===== config.mk =====
export PLATFORM = sky130hd
export DESIGN_NAME = piso_tx_ctrl
export DESIGN_NICKNAME = d
export VERILOG_FILES = /design/src/rtl/piso_pkg.sv /design/src/rtl/piso_shift_core.sv /design/src/rtl/piso_tx_ctrl.sv
export SDC_FILE = /design/constraint.sdc
export NUM_CORES = 1
export LEC_CHECK = 0
export CAP_MARGIN = 20
export CORE_MARGIN = 1
export CORE_UTILIZATION = 45
export DETAILED_ROUTE_END_ITERATION = 7
export GPL_TIMING_DRIVEN = 0
export PLACE_DENSITY_LB_ADDON = 0.2
export SLEW_MARGIN = 20
export SYNTH_ARGS = -nofsm -noshare
export SYNTH_HDL_FRONTEND = slang
export SYNTH_SLANG_ARGS = --single-unit

===== constraint.sdc =====
create_clock -name clk -period 2.7 [get_ports clk]
set_clock_uncertainty 0.1 [all_clocks]
set_input_delay 0.405 -clock clk [delete_from_list [all_inputs] [get_ports clk]]
set_output_delay 0.405 -clock clk [all_outputs]
set_load 0.005 [all_outputs]

===== src/rtl/piso_pkg.sv =====
// Shared types and helpers for the PISO transmit controller.
package piso_pkg;

    // Controller states with fixed encodings.
    typedef enum logic [1:0] {
        ST_IDLE  = 2'd0,
        ST_SHIFT = 2'd1,
        ST_GAP   = 2'd2
    } state_e;

    // Gap counter width covers GAP_CYCLES up to 15.
    localparam int GAP_CNT_W = 4;

    // Ceiling log2, never less than 1 so a counter always has at least one bit.
    function automatic int clog2_min1(input int value);
        int result;
        result = 0;
        for (int i = 0; i < 31; i++) begin
            if ((32'sd1 << i) < value) begin
                result = i + 1;
            end
        end
        return (result < 1) ? 1 : result;
    endfunction

endpackage


===== src/rtl/piso_shift_core.sv =====
// Loadable shift register; the outgoing end drives serial_out straight from a flop.
module piso_shift_core #(
    parameter int   INPUT_WIDTH = 8,
    parameter logic VALUE_PULL  = 1'b1,
    parameter bit   MSB_FIRST   = 1'b1
) (
    input  logic                   clk,
    input  logic                   rst,
    input  logic                   load,
    input  logic                   shift,
    input  logic [INPUT_WIDTH-1:0] data,
    output logic                   serial_out
);

    logic [INPUT_WIDTH-1:0] sreg_q;
    logic [INPUT_WIDTH-1:0] sreg_d;

    // Next register contents: load a word, or move one place toward the output end.
    always_comb begin
        // NOTE: assigning a default first means no path leaves sreg_d unassigned,
        // so no latch is inferred.
        sreg_d = sreg_q;
        if (load) begin
            sreg_d = data;
        end else if (shift) begin
            if (MSB_FIRST) begin
                sreg_d = {sreg_q[INPUT_WIDTH-2:0], VALUE_PULL};
            end else begin
                sreg_d = {VALUE_PULL, sreg_q[INPUT_WIDTH-1:1]};
            end
        end
    end

    // Register update; filling with the pull value keeps the line idle between frames.
    always_ff @(posedge clk) begin
        // NOTE: non-blocking assignments so every flop samples pre-edge values.
        // The data register is reset too, because its end bit is the line itself.
        if (rst) begin
            sreg_q <= {INPUT_WIDTH{VALUE_PULL}};
        end else begin
            sreg_q <= sreg_d;
        end
    end

    assign serial_out = MSB_FIRST ? sreg_q[INPUT_WIDTH-1] : sreg_q[0];

endmodule


===== src/rtl/piso_tx_ctrl.sv =====
// Parallel-in serial-out transmitter: IDLE -> SHIFT (one bit per cycle) -> GAP -> IDLE.
module piso_tx_ctrl
    import piso_pkg::*;
#(
    parameter int   INPUT_WIDTH = 8,
    parameter logic VALUE_PULL  = 1'b1,
    parameter bit   MSB_FIRST   = 1'b1,
    parameter int   GAP_CYCLES  = 1
) (
    input  logic                   clk,
    input  logic                   rst,
    input  logic [INPUT_WIDTH-1:0] in_data,
    input  logic                   in_valid,
    output logic                   in_ready,
    output logic                   serial_out,
    output logic                   frame,
    output logic                   done,
    output logic                   busy
);

    localparam int                   CNT_W    = clog2_min1(INPUT_WIDTH);
    localparam logic [CNT_W-1:0]     LAST_BIT = CNT_W'(INPUT_WIDTH - 1);
    localparam logic [GAP_CNT_W-1:0] LAST_GAP = GAP_CNT_W'((GAP_CYCLES > 0) ? GAP_CYCLES - 1 : 0);

    state_e                 state_q, state_d;
    logic [CNT_W-1:0]       bit_cnt_q, bit_cnt_d;
    logic [GAP_CNT_W-1:0]   gap_cnt_q, gap_cnt_d;
    logic                   frame_q, frame_d;
    logic                   done_q, done_d;
    logic                   accept;
    logic                   load;
    logic                   shift;

    // Ready only in IDLE and never while reset is held, so a word offered during reset is dropped.
    assign in_ready = (state_q == ST_IDLE) && !rst;
    assign accept   = in_valid && in_ready;
    assign busy     = (state_q != ST_IDLE);
    assign frame    = frame_q;
    assign done     = done_q;

    // Next-state, counters and the registered frame/done values.
    always_comb begin
        state_d   = state_q;
        bit_cnt_d = bit_cnt_q;
        gap_cnt_d = gap_cnt_q;
        frame_d   = 1'b0;
        done_d    = 1'b0;
        load      = 1'b0;
        shift     = 1'b0;
        case (state_q)
            ST_IDLE: begin
                if (accept) begin
                    load      = 1'b1;
                    bit_cnt_d = '0;
                    frame_d   = 1'b1;
                    state_d   = ST_SHIFT;
                end
            end
            ST_SHIFT: begin
                shift = 1'b1;
                if (bit_cnt_q == LAST_BIT) begin
                    done_d    = 1'b1;
                    gap_cnt_d = '0;
                    state_d   = (GAP_CYCLES > 0) ? ST_GAP : ST_IDLE;
                end else begin
                    bit_cnt_d = bit_cnt_q + 1'b1;
                    frame_d   = 1'b1;
                end
            end
            ST_GAP: begin
                if (gap_cnt_q == LAST_GAP) begin
                    state_d = ST_IDLE;
                end else begin
                    gap_cnt_d = gap_cnt_q + 1'b1;
                end
            end
            default: begin
                state_d = ST_IDLE;
            end
        endcase
    end

    // State and control registers; reset aborts any frame and drops a pending done.
    always_ff @(posedge clk) begin
        if (rst) begin
            state_q   <= ST_IDLE;
            bit_cnt_q <= '0;
            gap_cnt_q <= '0;
            frame_q   <= 1'b0;
            done_q    <= 1'b0;
        end else begin
            state_q   <= state_d;
            bit_cnt_q <= bit_cnt_d;
            gap_cnt_q <= gap_cnt_d;
            frame_q   <= frame_d;
            done_q    <= done_d;
        end
    end

    piso_shift_core #(
        .INPUT_WIDTH (INPUT_WIDTH),
        .VALUE_PULL  (VALUE_PULL),
        .MSB_FIRST   (MSB_FIRST)
    ) u_shift_core (
        .clk        (clk),
        .rst        (rst),
        .load       (load),
        .shift      (shift),
        .data       (in_data),
        .serial_out (serial_out)
    );

endmodule


==> results.json <==
{
  "grt-ovfl-total": 0,
  "synth_edf_count": 0,
  "fin_nets": 130,
  "wl_mm": 1.69,
  "synth.ff_latch_count": 19,
  "drv_slew": 0,
  "rsz0062_at_grt": "false",
  "clk_pin_slew_ps": 110,
  "slew_headroom": 0.664,
  "grt_max_degree": 12,
  "hold_viol": 0,
  "dr.first_iter.drc_count": 15,
  "vdd_drop_max_v": 0.000347,
  "fin_setup_tns_ps": 0,
  "p_leak_nw": 0.420,
  "syn_inst": 96,
  "synthTopCellsByArea": "dfxtp_1 (43%), a221oi_1 (6.0%), ha_1 (5.7%)",
  "pwr_density_cell_nw_per_um2": 512,
  "maxCapViolations": 0,
  "syn_to_final_growth_pct": 22.6,
  "synthArstFlopShare": 0,
  "drc": 0,
  "h-tree-depth": 1,
  "cp.required_ps": 2190,
  "ys.flop_type": "dfxtp_1",
  "synthTopCellsByCount": "dfxtp_1 (19), nand3_1 (10), nand2_1 (8)",
  "cts_buffers": 3,
  "fillers": 153,
  "io_buffers": 14,
  "drive_above_1_share": 0.0965,
  "postSynthAreaPerCell_um2": 9.16,
  "max_freq_mhz": 463,
  "status": "complete, no violations",
  "synth_nets": 111,
  "timing.final.crit_share": 0.800,
  "cpMaxStageDelayCell": "clkdlybuf4s50_1",
  "worst_pin_slew_ps": 502,
  "grt_pass1_vias": 650,
  "cts_tree": "done",
  "postRouteAntennaNets": 0,
  "cts_resized": 0,
  "grt_pass1_wl_mm": 2.83,
  "dieArea_um2": 2140,
  "detail_route.wl_per_cell_um": 12.2,
  "core_area_um2": 1780,
  "num_vias": 756,
  "die_w_um": 46.2,
  "dp_hpwl_mm": 1.23,
  "r2r_setup_slack_ps": 940,
  "worstPathCellList": "buf_2, or2_2, nor2_1, clkdlybuf4s50_1",
  "via_per_inst": 5.44,
  "cp-end-kind": "primary output",
  "yosysTopAreaCell": "dfxtp_1",
  "die_h_um": 46.2,
  "netlist_area_um2": 880,
  "critPathKind": "reg2out",
  "hold_path_class": "in2reg",
  "total_power_mw": 0.552,
  "synth_cell_types": 30,
  "cp_max_fo": 9,
  "cts_hold_buf": 0,
  "netlist.area_leader.share": 0.432,
  "grt_util_all_layers": 0.183,
  "cp-start-kind": "flop",
  "clockBufferDepth": 2,
  "rows": 15,
  "grt_antenna_before_repair": 0,
  "post-route-min-period_ps": 2160,
  "root_buffer": "clkbuf_4",
  "place_congestion": 0.713,
  "start_util": 0.493,
  "report.final.setup_viol": 0,
  "ys_warn_count": 0,
  "cts_setup_buffers": 0,
  "cpPeakStageDelay_ps": 500,
  "synth.most_common_cell": "dfxtp_1",
  "insertion_delay_ps": 290,
  "first_pass_iters": 5,
  "ys_seq_area_frac": 0.432,
  "cts_num_sinks": 19,
  "crit_arrival_ps": 1650,
  "ios": 16,
  "antenna_cells": 0
}
[placed cells by master (no fill, tap or decap), drive strengths merged, types with 4 or more instances in the layout]
| cell | count |
|---|---|
| dfxtp | 19 |
| clkdlybuf4s50 | 14 |
| nand3 | 10 |
| nand2 | 8 |
| a21oi | 7 |
| a221oi | 6 |
| o21ai | 6 |
| clkbuf | 5 |
| inv | 4 |
| ha | 4 |
| buf | 4 |
[final timing paths]
path,to,startpoint,depth (start not counted)
setup reg to reg,bit_cnt_q[0],bit_cnt_q[0],5
hold reg to reg,u_shift_core.sreg_q[5],u_shift_core.sreg_q[5],2
hold / removal,u_shift_core.sreg_q[1],rst,3
setup / recovery,in_ready,state_q[0],4
[cell families after synthesis]
group	count (synthesis)	share of synthesized area
buffers and inverters	10	0.0555
adder cells (fa/ha/maj)	4	0.0569
AO/OA/AOI/OAI	24	0.182
flip-flops	19	0.432
AND/OR/NAND/NOR	39	0.273
[state kept, by name, indices dropped and copies added, names as in the netlist]
| signal | cells |
|---|---|
| u_shift_core.sreg_q | 8 |
| state_q | 2 |
| done | 1 |
| bit_cnt_q | 3 |
| frame | 1 |
| gap_cnt_q | 4 |
[per-layer routing]
layer,vias up,global-route usage,share of wire
met5,-,0,0
met4,0,0.0353,0
met2,15,0.276,0.47
li1,386,-,-
met3,0,0.0392,0.044
met1,355,0.268,0.49
[critical path, delay by kind of cell, from the launching register on]
| kind | cells | cell delay, ps |
|---|---|---|
| buffers and inverters | 2 | 670 |
| AND/OR/NAND/NOR | 2 | 370 |
| flip-flops | 1 | 330 |
[power breakdown]
group | total, mW | internal [mW] | switching, mW | leakage [nW]
sequential | 0.309 | 0.300 | 0.00897 | 0.156
combinational | 0.102 | 0.0546 | 0.0470 | 0.247
clock | 0.142 | 0.0549 | 0.0867 | 0.0177
[layout make-up]
| cell class | instances | area, µm² | area share |
|---|---|---|---|
| Buffer | 6 | 33.8 | 0.0313 |
| Clock buffer | 3 | 22.5 | 0.0209 |
| Clock inverter | 1 | 5.00 | 0.00464 |
| Inverter | 4 | 15.0 | 0.0139 |
| Multi-Input combinational cell | 67 | 450 | 0.418 |
| Sequential cell | 19 | 380 | 0.353 |
| Tap cell | 25 | 31.3 | 0.0290 |
| Timing Repair Buffer | 14 | 140 | 0.130 |
[through the flow]
stage / instance area [µm²] / utilization / hold WS (ps) / std cells / setup slack, ps
final: 1080 / 0.605 / 351 / 139 / 540
after global routing: 1080 / 0.605 / 374 / 139 / 462
after CTS: 1080 / 0.605 / 346 / 139 / 540
after detailed placement: 1050 / 0.589 / 345 / 135 / 692
after global placement: 1050 / 0.589 / 342 / 135 / 672
after floorplan: 880 / - / 334 / 96 / 1090
Power figures use the tool's default switching activity.
